[src/rtl/wb_sched.sv]
// wb_sched: register-file writeback scheduler merging pipeline writes with a one-entry multiplier buffer.
// Optional build macro WB_FAIR_ARB_EN: a result held for STARVE_MAX cycles overrides pipeline writeback.
module wb_sched #(
  parameter int width      = 32,
  parameter int STARVE_MAX = 4
) (
  input  logic             clk,
  input  logic             rst_n,
  input  logic             pipe_valid,
  input  logic [4:0]       pipe_rd,
  input  logic [1:0]       pipe_sel,
  output logic [1:0]       selectLine,
  input  logic [width-1:0] dataW,
  output logic             pipe_stall,
  input  logic             mul_valid,
  input  logic [4:0]       mul_rd,
  input  logic [width-1:0] mul_result,
  output logic             mul_ready,
  output logic             rf_we,
  output logic [4:0]       rf_waddr,
  output logic [width-1:0] rf_wdata
);
  localparam logic EMPTY = 1'b0;
  localparam logic HELD  = 1'b1;

  logic             r_state;
  logic [4:0]       r_buf_rd;
  logic [width-1:0] r_buf_data;
  logic             w_held;
  logic             w_mul_grant;
  logic             w_pipe_grant;
  logic             w_xfer;
  logic             w_we;

  assign selectLine   = pipe_sel;
  assign w_held       = (r_state == HELD);
  assign mul_ready    = !w_held || w_mul_grant;
  assign w_xfer       = mul_valid && mul_ready;
  assign w_pipe_grant = pipe_valid && !w_mul_grant;
  // A grant to register 0 is consumed (buffer drains / pipeline advances) but never writes.
  assign w_we         = (w_mul_grant && (r_buf_rd != 5'd0)) || (w_pipe_grant && (pipe_rd != 5'd0));

`ifdef WB_FAIR_ARB_EN
  localparam logic [2:0] L_STARVE_MAX = 3'(STARVE_MAX);
  logic [2:0] r_starve_cnt;

  assign w_mul_grant = w_held && (!pipe_valid || (r_starve_cnt >= L_STARVE_MAX));
  assign pipe_stall  = pipe_valid && w_mul_grant;

  // Count cycles a held result loses arbitration; saturates at 7, clears when EMPTY or granted.
  always_ff @(posedge clk or negedge rst_n) begin
    if (!rst_n)
      r_starve_cnt <= 3'd0;
    else if (!w_held || w_mul_grant)
      r_starve_cnt <= 3'd0;
    else if (r_starve_cnt != 3'd7)
      r_starve_cnt <= r_starve_cnt + 3'd1;
  end
`else
  logic w_unused;

  assign w_unused    = (STARVE_MAX != 0);
  assign w_mul_grant = w_held && !pipe_valid;
  assign pipe_stall  = 1'b0;
`endif

  // Buffer FSM: a transfer always (re)fills the entry; a grant without refill empties it.
  always_ff @(posedge clk or negedge rst_n) begin
    if (!rst_n) begin
      r_state    <= EMPTY;
      r_buf_rd   <= 5'd0;
      r_buf_data <= '0;
    end else if (w_xfer) begin
      r_state    <= HELD;
      r_buf_rd   <= mul_rd;
      r_buf_data <= mul_result;
    end else if (w_mul_grant) begin
      r_state    <= EMPTY;
    end
  end

  // Registered write port; address and data hold when nothing is granted.
  always_ff @(posedge clk or negedge rst_n) begin
    if (!rst_n) begin
      rf_we    <= 1'b0;
      rf_waddr <= 5'd0;
      rf_wdata <= '0;
    end else begin
      rf_we <= w_we;
      if (w_mul_grant) begin
        rf_waddr <= r_buf_rd;
        rf_wdata <= r_buf_data;
      end else if (w_pipe_grant) begin
        rf_waddr <= pipe_rd;
        rf_wdata <= dataW;
      end
    end
  end
endmodule

[config.mk]
export PLATFORM = sky130hd
export DESIGN_NAME = wb_sched
export DESIGN_NICKNAME = d
export VERILOG_FILES = /design/src/rtl/wb_sched.sv
export SDC_FILE = /design/constraint.sdc
export NUM_CORES = 1
export LEC_CHECK = 0
export CORE_MARGIN = 8
export CORE_UTILIZATION = 44
export CTS_CLUSTER_SIZE = 10
export DETAILED_ROUTE_END_ITERATION = 10
export GPL_TIMING_DRIVEN = 0
export PLACE_DENSITY = 0.79
export SKIP_CTS_REPAIR_TIMING = 1
export SLEW_MARGIN = 0
export SYNTH_ARGS = -nofsm -noshare
export SYNTH_HDL_FRONTEND = slang
export SYNTH_SLANG_ARGS = --single-unit
[constraint.sdc]
create_clock -name clk -period 1.4 [get_ports clk]
set_input_delay 0.14 -clock clk [delete_from_list [all_inputs] [get_ports clk]]
set_output_delay 0.14 -clock clk [all_outputs]
set_load 0.02 [all_outputs]
==> results.yml, run 1 <==
layout:
  n_fill_cell: 534
  stdcell_count: 496
  final_net_count: 473
  final_cell_mix: "clkdlybuf4s50_1 (78), dfrtp_1 (76), o21ai_1 (40), dlymetal6s2s_1 (39)"
  layout-drive-gt1-share: 0.186
  regArea_um2: 1900
  n_antenna_cell: 0
  layout_commonest_cell: "clkdlybuf4s50_1"
  multi_input_area_um2: 1280
  area_delta_synth_final_pct: 53.3
grt:
  overflow: 0
  grt_max_degree: 40
  grt_pass1_wl_mm: 13.6
  antenna_found_initial: 0
  grt.total_usage: 0.170
  grt_pass1_vias: 2739
clock_network:
  cts.path.max_buffers: 2
  root_buffer: "clkbuf_8"
  cts.sinks: 76
  clk_latency_ns: 0.35
  cts_buffers: 9
  cts_tree: "built"
  clk_pin_slew_worst_paths_ns: 0.08
  htree_levels: 3
timing:
  setup_viol: 0
  rsz0062_at_grt: "yes"
  max_freq_mhz: 720
  finClkSkew_ns: 0.0107
  min_period_over_period: 0.992
  maxSlewViolCount: 0
  whs_ns: 0.307
  fin_crit_ns: 1.39
  hold_viol_final: 0
  maxSlewHeadroom: 0.647
  tightest_slew_ns: 0.530
place:
  port_buffers: 118
  place_inst: 470
  routabilityCongestion: 0.786
  dpl.hpwl_mm: 6.48
floorplanning:
  core_area_um2: 7250
  ios: 122
  fp.dieH_um: 103
  die_w_um: 103
  die-area_um2: 10500
  start_util: 0.455
  rows: 31
detailed_routing:
  wire_per_inst_um: 18.4
  wl_mm: 9.14
  drcViolationCount: 0
  antenna_left: 0
  num_vias: 2443
  drt_iter0_markers: 51
  vias_per_cell: 4.93
  dr.pass1.iters: 4
yosys:
  yosys-top-cells-area: "dfrtp_1 (58%), mux2_4 (14%), mux2i_1 (11%), o21ai_1 (6.1%), nand2_1 (4.2%)"
  synth_cell_types: 16
  yosys.area.top_type: "dfrtp_1"
  syn_avg_cell_area_um2: 13.1
  netlist_area_um2: 3300
  syn_inst: 252
  syn_nets: 332
  yosysWarnings: 0
  ys_ff_latch: 76
  synth.top_cell.area_share: 0.576
  synth-seq-area-share: 0.576
power:
  swShare: 0.281
  vdd_ir_drop_max_mv: 0.659
  p_comb_frac: 0.259
  p_sw_mw: 1.56
  p_seq_frac: 0.478
  p_leak_nw: 2.70
  clock_power_share: 0.263
  cellPowerDensity_nw_per_um2: 1100
  p_int_mw: 3.99
critical_path:
  required_ns: 1.62
  crit_fanout: 10
  endpoint_kind: "register"
  worstSetupPathType: "primary input to register"
  start_kind: "primary input"
  crit_arrival_ns: 1.61
hold_path:
  hp-class: "primary input to async pin"
status:
  outcome: "finished clean"
job:
  drv_cap: 0
[sequential cells by signal (all words and copies together) (netlist names)]
signal / flops
r_buf_data: 32
rf_wdata: 32
r_buf_rd: 5
rf_waddr: 5
r_state: 1
rf_we: 1
[routing by layer]
layer / wire (µm) / up-vias / GRT usage
li1: - / 1148 / -
met1: 3990 / 1206 / 0.204
met2: 4500 / 77 / 0.278
met3: 491 / 12 / 0.0527
met4: 165 / 0 / 0.0722
met5: 0 / - / 0
[worst max-delay path: stages]
cell	delay (ns)
clkdlybuf4s50_1	0.60
nand2_2	0.10
and2_4	0.16
buf_12	0.15
buf_12	0.15
mux2_4	0.31
[cells by family (layout without fill, tap and decap cells)]
group | count (synthesis) | in the layout | synth area share
flip-flops | 76 | 76 | 0.576
multiplexers | 74 | 74 | 0.273
AND/OR/NAND/NOR | 42 | 42 | 0.0523
other | 1 | 1 | 0.00114
AO/OA/AOI/OAI | 40 | 40 | 0.0607
buffers and inverters | 19 | 164 | 0.0372
[stage by stage]
step,TNS [ns],worst slack (ns),cell area (µm²),power (mW),utilization
2_1_floorplan,0,0.0194,3300,3.38,-
3_3_place_gp,-211.70,-2.39,4610,4.04,0.635
3_5_place_dp,-30.01,-0.553,4620,4.09,0.637
4_1_cts,-8.13,-0.220,4790,5.57,0.661
5_1_grt,-0.0165,-0.0138,5060,5.81,0.698
6_report,0,0.0108,5060,5.54,0.698
[power by group through the flow]
stage | sequential, mW | clock (mW) | combinational [mW]
3_5_place_dp | 2.69 | 0 | 1.40
4_1_cts | 2.65 | 1.51 | 1.41
6_report | 2.65 | 1.46 | 1.43
2_1_floorplan | 2.82 | 0 | 0.566
3_3_place_gp | 2.68 | 0 | 1.37
5_1_grt | 2.68 | 1.59 | 1.54
[cell usage after synthesis]
cell	count
and2_1	1
buf_1	1
buf_2	2
buf_4	5
buf_6	4
clkbuf_1	7
conb_1	1
dfrtp_1	76
mux2_1	7
mux2_4	30
mux2i_1	37
nand2_1	37
nand2_2	1
nand2b_1	1
o21ai_1	40
or4_1	2
[worst paths after layout]
path / startpoint / slack [ns] / endpoint / depth (start not counted)
max: pipe_valid / 0.01 / r_buf_data[31] / 6
min: rst_n / 0.31 / rf_waddr[2] / 2
max reg2reg: r_state / 0.02 / r_buf_data[31] / 5
min reg2reg: r_buf_data[22] / 0.49 / r_buf_data[22] / 1
max in group asynchronous: rst_n / 0.51 / r_buf_data[12] / 3
min in group clk: dataW[1] / 0.34 / rf_wdata[1] / 3
[area by class of cell]
cell class / instances / share of cell area
buffer: 19 / 0.0344
timing repair buffer: 130 / 0.279
sequential: 76 / 0.376
tap: 99 / 0.0245
clock inverter: 4 / 0.00519
clock buffer: 11 / 0.0279
multi-input combinational: 157 / 0.253
(Power assumes the default switching activity.)
==> run 2: changes to the inputs <==
Settings changed: CAP_MARGIN from default to 10, CORE_UTILIZATION 44 to 46, CTS_BUF_LIST from default to sky130_fd_sc_hd__clkbuf_4 sky130_fd_sc_hd__clkbuf_8, PLACE_DENSITY 0.79 to 0.83.
==> run 2 against run 1 <==
  * Worst setup slack gained 0.035 ns
  * Wire length shrank 4.0%
  * Clock-buffer cell count did not move
  * Global-route usage grew 0.59 points
  * Final area shrank 0.74%
  * Hold slack got worse by 0.11 ns
  * Non-clock buffer count down 8
  * Final cell count down 1.6%
  * Via count shrank 1.2%
  * Clock skew hardly changed
  * Combinational power fell by 3%
  * Critical path type is now register to register
  * Critical endpoint is now r_buf_data[27]
==> results.yml, run 2 (synthesis results as in run 1) <==
layout:
  final_net_count: 465
  layout-drive-gt1-share: 0.172
  final_cell_mix: "clkdlybuf4s50_1 (77), dfrtp_1 (76), o21ai_1 (40), dlymetal6s2s_1 (40)"
  layout_commonest_cell: "clkdlybuf4s50_1"
  n_fill_cell: 505
  top_regs: "r_buf_data (32), rf_wdata (32)"
  fin_util: 0.708
  n_antenna_cell: 0
  area_delta_synth_final_pct: 52.2
floorplanning:
  die_w_um: 101
  die-area_um2: 10100
  ios: 122
  core_area_um2: 7100
  fp.dieH_um: 101
  rows: 31
  start_util: 0.465
status:
  outcome: "finished clean"
timing:
  min_period_over_period: 0.967
  setup_viol: 0
  hold_viol_final: 0
  finClkSkew_ns: 0.0112
  maxSlewViolCount: 0
  fin_crit_ns: 1.35
  fin_setup_tns_ns: 0
  max_freq_mhz: 739
clock_network:
  cts_buffers: 9
  cts.sinks: 76
  clk_pin_slew_worst_paths_ns: 0.07
  root_buffer: "clkbuf_8"
  cts.path.max_buffers: 2
  clk_latency_ns: 0.34
  cts_tree: "built"
  htree_levels: 3
detailed_routing:
  drcViolationCount: 0
  dr.pass1.iters: 4
  vias_per_cell: 4.94
  wl_mm: 8.78
  wire_per_inst_um: 18.0
  num_vias: 2413
  drt_iter0_markers: 78
  antenna_left: 0
place:
  routabilityCongestion: 0.746
  port_buffers: 118
  dpl.hpwl_mm: 6.50
grt:
  grt_pass1_vias: 2688
  overflow: 0
  grt_pass1_wl_mm: 13.8
  antenna_found_initial: 0
  grt.total_usage: 0.176
  grt_max_degree: 41
critical_path:
  crit_chain: "nand2_2 -> and2_1 -> buf_6 -> buf_12 -> mux2_4"
  crit_fanout: 10
  endpoint_kind: "register"
  crit_arrival_ns: 1.57
  cp_slowest_cell: "dfrtp_1"
  worstSetupPathType: "register to register"
  slowest_delay_ns: 0.40
  start_kind: "register"
  r2r_cells: 5
  required_ns: 1.61
hold_path:
  hp-class: "primary input to register"
  whs_path_depth: 3
power:
  p_leak_nw: 2.69
  vdd_ir_drop_max_mv: 0.694
  cellPowerDensity_nw_per_um2: 1180
job:
  drv_cap: 0
## run 2: final timing paths
kind	from	endpoint	slack (ns)
min in group asynchronous	rst_n	r_buf_data[30]	0.29
hold reg to reg	r_buf_data[24]	r_buf_data[24]	0.49
setup reg to reg	r_state	r_buf_data[27]	0.05
max in group asynchronous	rst_n	r_buf_data[15]	0.53
hold / removal	pipe_valid	r_state	0.20
setup / recovery	r_state	r_buf_data[27]	0.05
## run 2: final cells by class
| class | count | area (µm²) | area share |
|---|---|---|---|
| plain buffers | 19 | 165 | 0.0329 |
| clock buffers | 11 | 151 | 0.0301 |
| clock inverters | 4 | 72.6 | 0.0144 |
| multi-input cells | 157 | 1280 | 0.255 |
| flip-flops and latches | 76 | 1900 | 0.379 |
| well taps | 99 | 124 | 0.0247 |
| repair buffers | 122 | 1330 | 0.264 |
## run 2: worst max-delay path: cells and delay by family, from the launching register on
kind | cells | cell delay (ns)
and+or+nand+nor | 2 | 0.22
buffers and inverters | 2 | 0.31
DFF | 1 | 0.40
muxes | 1 | 0.31
## run 2: metal layers
layer	GRT usage	up-vias	part of all wire
li1	-	1130	-
met2	0.295	74	0.52
met3	0.0511	12	0.064
met1	0.201	1197	0.40
met5	0	-	0
met4	0.0860	0	0.019
## run 2: through the flow
stage / total power [mW] / worst slack [ns] / instances / instance area [µm²] / hold WS [ns]
global placement: 4.04 / -2.37 / 469 / 4610 / 0.468
CTS: 5.97 / -0.210 / 485 / 4850 / -0.247
global route: 6.19 / -0.0106 / 488 / 5020 / 0.227
floorplan: 3.38 / 0.0194 / 252 / 3300 / -0.156
finish: 5.90 / 0.0460 / 488 / 5020 / 0.201
detailed placement: 4.09 / -0.548 / 470 / 4620 / 0.130
## run 2: power breakdown
part / switching [mW] / total (mW) / internal, mW / leakage (nW)
Sequential: 0.167 / 2.65 / 2.48 / 0.900
Clock: 0.774 / 1.86 / 1.09 / 0.111
Combinational: 0.595 / 1.39 / 0.795 / 1.67
==> run 3: changes to the inputs <==
--- a/config.mk
+++ b/config.mk
@@ -8,10 +8,9 @@
 export CAP_MARGIN = 10
 export CORE_MARGIN = 8
-export CORE_UTILIZATION = 46
+export CORE_UTILIZATION = 30
 export CTS_BUF_LIST = sky130_fd_sc_hd__clkbuf_4 sky130_fd_sc_hd__clkbuf_8
 export CTS_CLUSTER_SIZE = 10
 export DETAILED_ROUTE_END_ITERATION = 10
 export GPL_TIMING_DRIVEN = 0
-export PLACE_DENSITY = 0.83
 export SKIP_CTS_REPAIR_TIMING = 1
 export SLEW_MARGIN = 0
==> constraint.sdc (replaced) <==
create_clock -name clk -period 1.4 [get_ports clk]
set_input_delay 0.35 -clock clk [delete_from_list [all_inputs] [get_ports clk]]
set_output_delay 0.35 -clock clk [all_outputs]
set_load 0.02 [all_outputs]
==> run 3 against run 2 <==
  * Final cell count grew 9.8%
  * Maximum frequency shrank 1.2%
  * Worst setup slack lost 0.016 ns
  * Sequential power is essentially flat
  * Sequential share of layout area shrank 0.94 points
  * Hold slack gained 0.17 ns
  * Die area grew 44%
  * Non-clock buffer count grew 5
==> results.yml, run 3 (synthesis results as in run 1) <==
status:
  outcome: "finished clean"
grt:
  grt_pass1_wl_mm: 14.6
  antenna_found_initial: 1
  grt.total_usage: 0.127
  grt_max_degree: 43
  grt_pass1_vias: 2767
  overflow: 0
layout:
  final_cell_mix: "clkdlybuf4s50_1 (77), dfrtp_1 (76), o21ai_1 (40), dlymetal6s2s_1 (39)"
  layout_commonest_cell: "clkdlybuf4s50_1"
  final_net_count: 470
  layout-drive-gt1-share: 0.192
  n_fill_cell: 1005
  final_area_um2: 5150
  top_regs: "r_buf_data (32), rf_wdata (32)"
  area_delta_synth_final_pct: 56.0
detailed_routing:
  drt_iter0_markers: 149
  wire_per_inst_um: 17.0
  wl_mm: 9.12
  drcViolationCount: 0
  vias_per_cell: 4.48
  num_vias: 2402
  antenna_left: 0
  dr.pass1.iters: 4
critical_path:
  crit_fanout: 1
  cp_slowest_cell: "clkdlybuf4s50_1"
  start_kind: "primary input"
  regToRegEndpoint: "r_buf_rd[4]"
  regToRegStartpoint: "r_state"
  worstSetupPathType: "primary input to output port"
  slowest_delay_ns: 0.59
  endpoint_kind: "output port"
  r2r_cells: 5
  crit_arrival_ns: 1.02
  required_ns: 1.05
  r2r_slack_ns: 0.05
  crit_family: "buffers and inverters"
  critPathBufInv: 2
  crit_chain: "buf_4 -> clkdlybuf4s50_1"
hold_path:
  hold_path_end: "r_state"
  hp-class: "primary input to register"
  whs_path_depth: 3
  hp-start: "pipe_valid"
floorplanning:
  ios: 122
  rows: 38
  die-area_um2: 14600
  core_area_um2: 10800
  die_w_um: 121
  fp.dieH_um: 121
  start_util: 0.306
power:
  cellPowerDensity_nw_per_um2: 1150
  p_leak_nw: 2.72
  vdd_ir_drop_max_mv: 0.424
clock_network:
  cts.path.max_buffers: 2
  root_buffer: "clkbuf_8"
  clk_latency_ns: 0.34
  cts_buffers: 9
  cts.sinks: 76
  cts_tree: "built"
  htree_levels: 3
  clk_pin_slew_worst_paths_ns: 0.08
timing:
  maxSlewViolCount: 0
  hold_viol_final: 0
  finClkSkew_ns: 0.00520
  tightest_slew_ns: 0.508
  fin_crit_ns: 1.37
  finalWorstSetupSlack_ns: 0.0295
  setup_viol: 0
  min_period_over_period: 0.979
  rsz0062_at_grt: "yes"
  max_freq_mhz: 730
  maxSlewHeadroom: 0.661
place:
  place_area_um2: 4670
  dpl.hpwl_mm: 6.48
  dp_worst_setup_slack_ns: -0.820
  routabilityCongestion: 0.677
  port_buffers: 118
job:
  drv_cap: 0
[run 3: per-stage QoR]
stage	utilization	cells	power (mW)	TNS [ns]	hold slack [ns]
4_1_cts	0.454	527	6.02	-31.25	-0.0466
3_3_place_gp	0.431	510	4.07	-259.21	0.469
6_report	0.477	536	5.94	0	0.370
3_5_place_dp	0.433	511	4.09	-48.28	0.342
5_1_grt	0.477	536	6.27	-0.0391	0.418
2_1_floorplan	-	252	3.38	0	0.0544
[run 3: layout make-up]
cell class | instances | area, µm² | share of cell area
Multi-Input combinational cell | 157 | 1280 | 0.248
Antenna cell | 1 | 2.50 | 0.000486
Sequential cell | 76 | 1900 | 0.369
Clock inverter | 6 | 86.3 | 0.0168
Timing Repair Buffer | 127 | 1370 | 0.266
Buffer | 19 | 196 | 0.0381
Clock buffer | 10 | 138 | 0.0267
Tap cell | 140 | 175 | 0.0340
[run 3: how the worst max path moves through the flow]
stage,startpoint,to,cells after the start
3_3_place_gp,rst_n,r_buf_data[19],1
6_report,pipe_sel[0],selectLine[0],2
5_1_grt,r_state,mul_ready,2
4_1_cts,pipe_valid,mul_ready,3
2_1_floorplan,r_state,r_buf_data[0],5
3_5_place_dp,pipe_valid,rf_wdata[21],5
[run 3: where the power goes]
group	leakage, nW	total, mW	internal [mW]	switching [mW]
Combinational	1.71	1.41	0.819	0.596
Sequential	0.900	2.64	2.48	0.158
Clock	0.113	1.89	1.05	0.834
Total	2.72	5.94	4.35	1.59
[run 3: routing by layer]
metal	wire length [µm]	share of wire	track usage	vias to the layer above
met5	0	0	0	-
met4	123	0.013	0.0500	0
met3	731	0.080	0.0512	11
met2	4030	0.44	0.190	84
met1	4230	0.46	0.161	1163
li1	-	-	-	1144
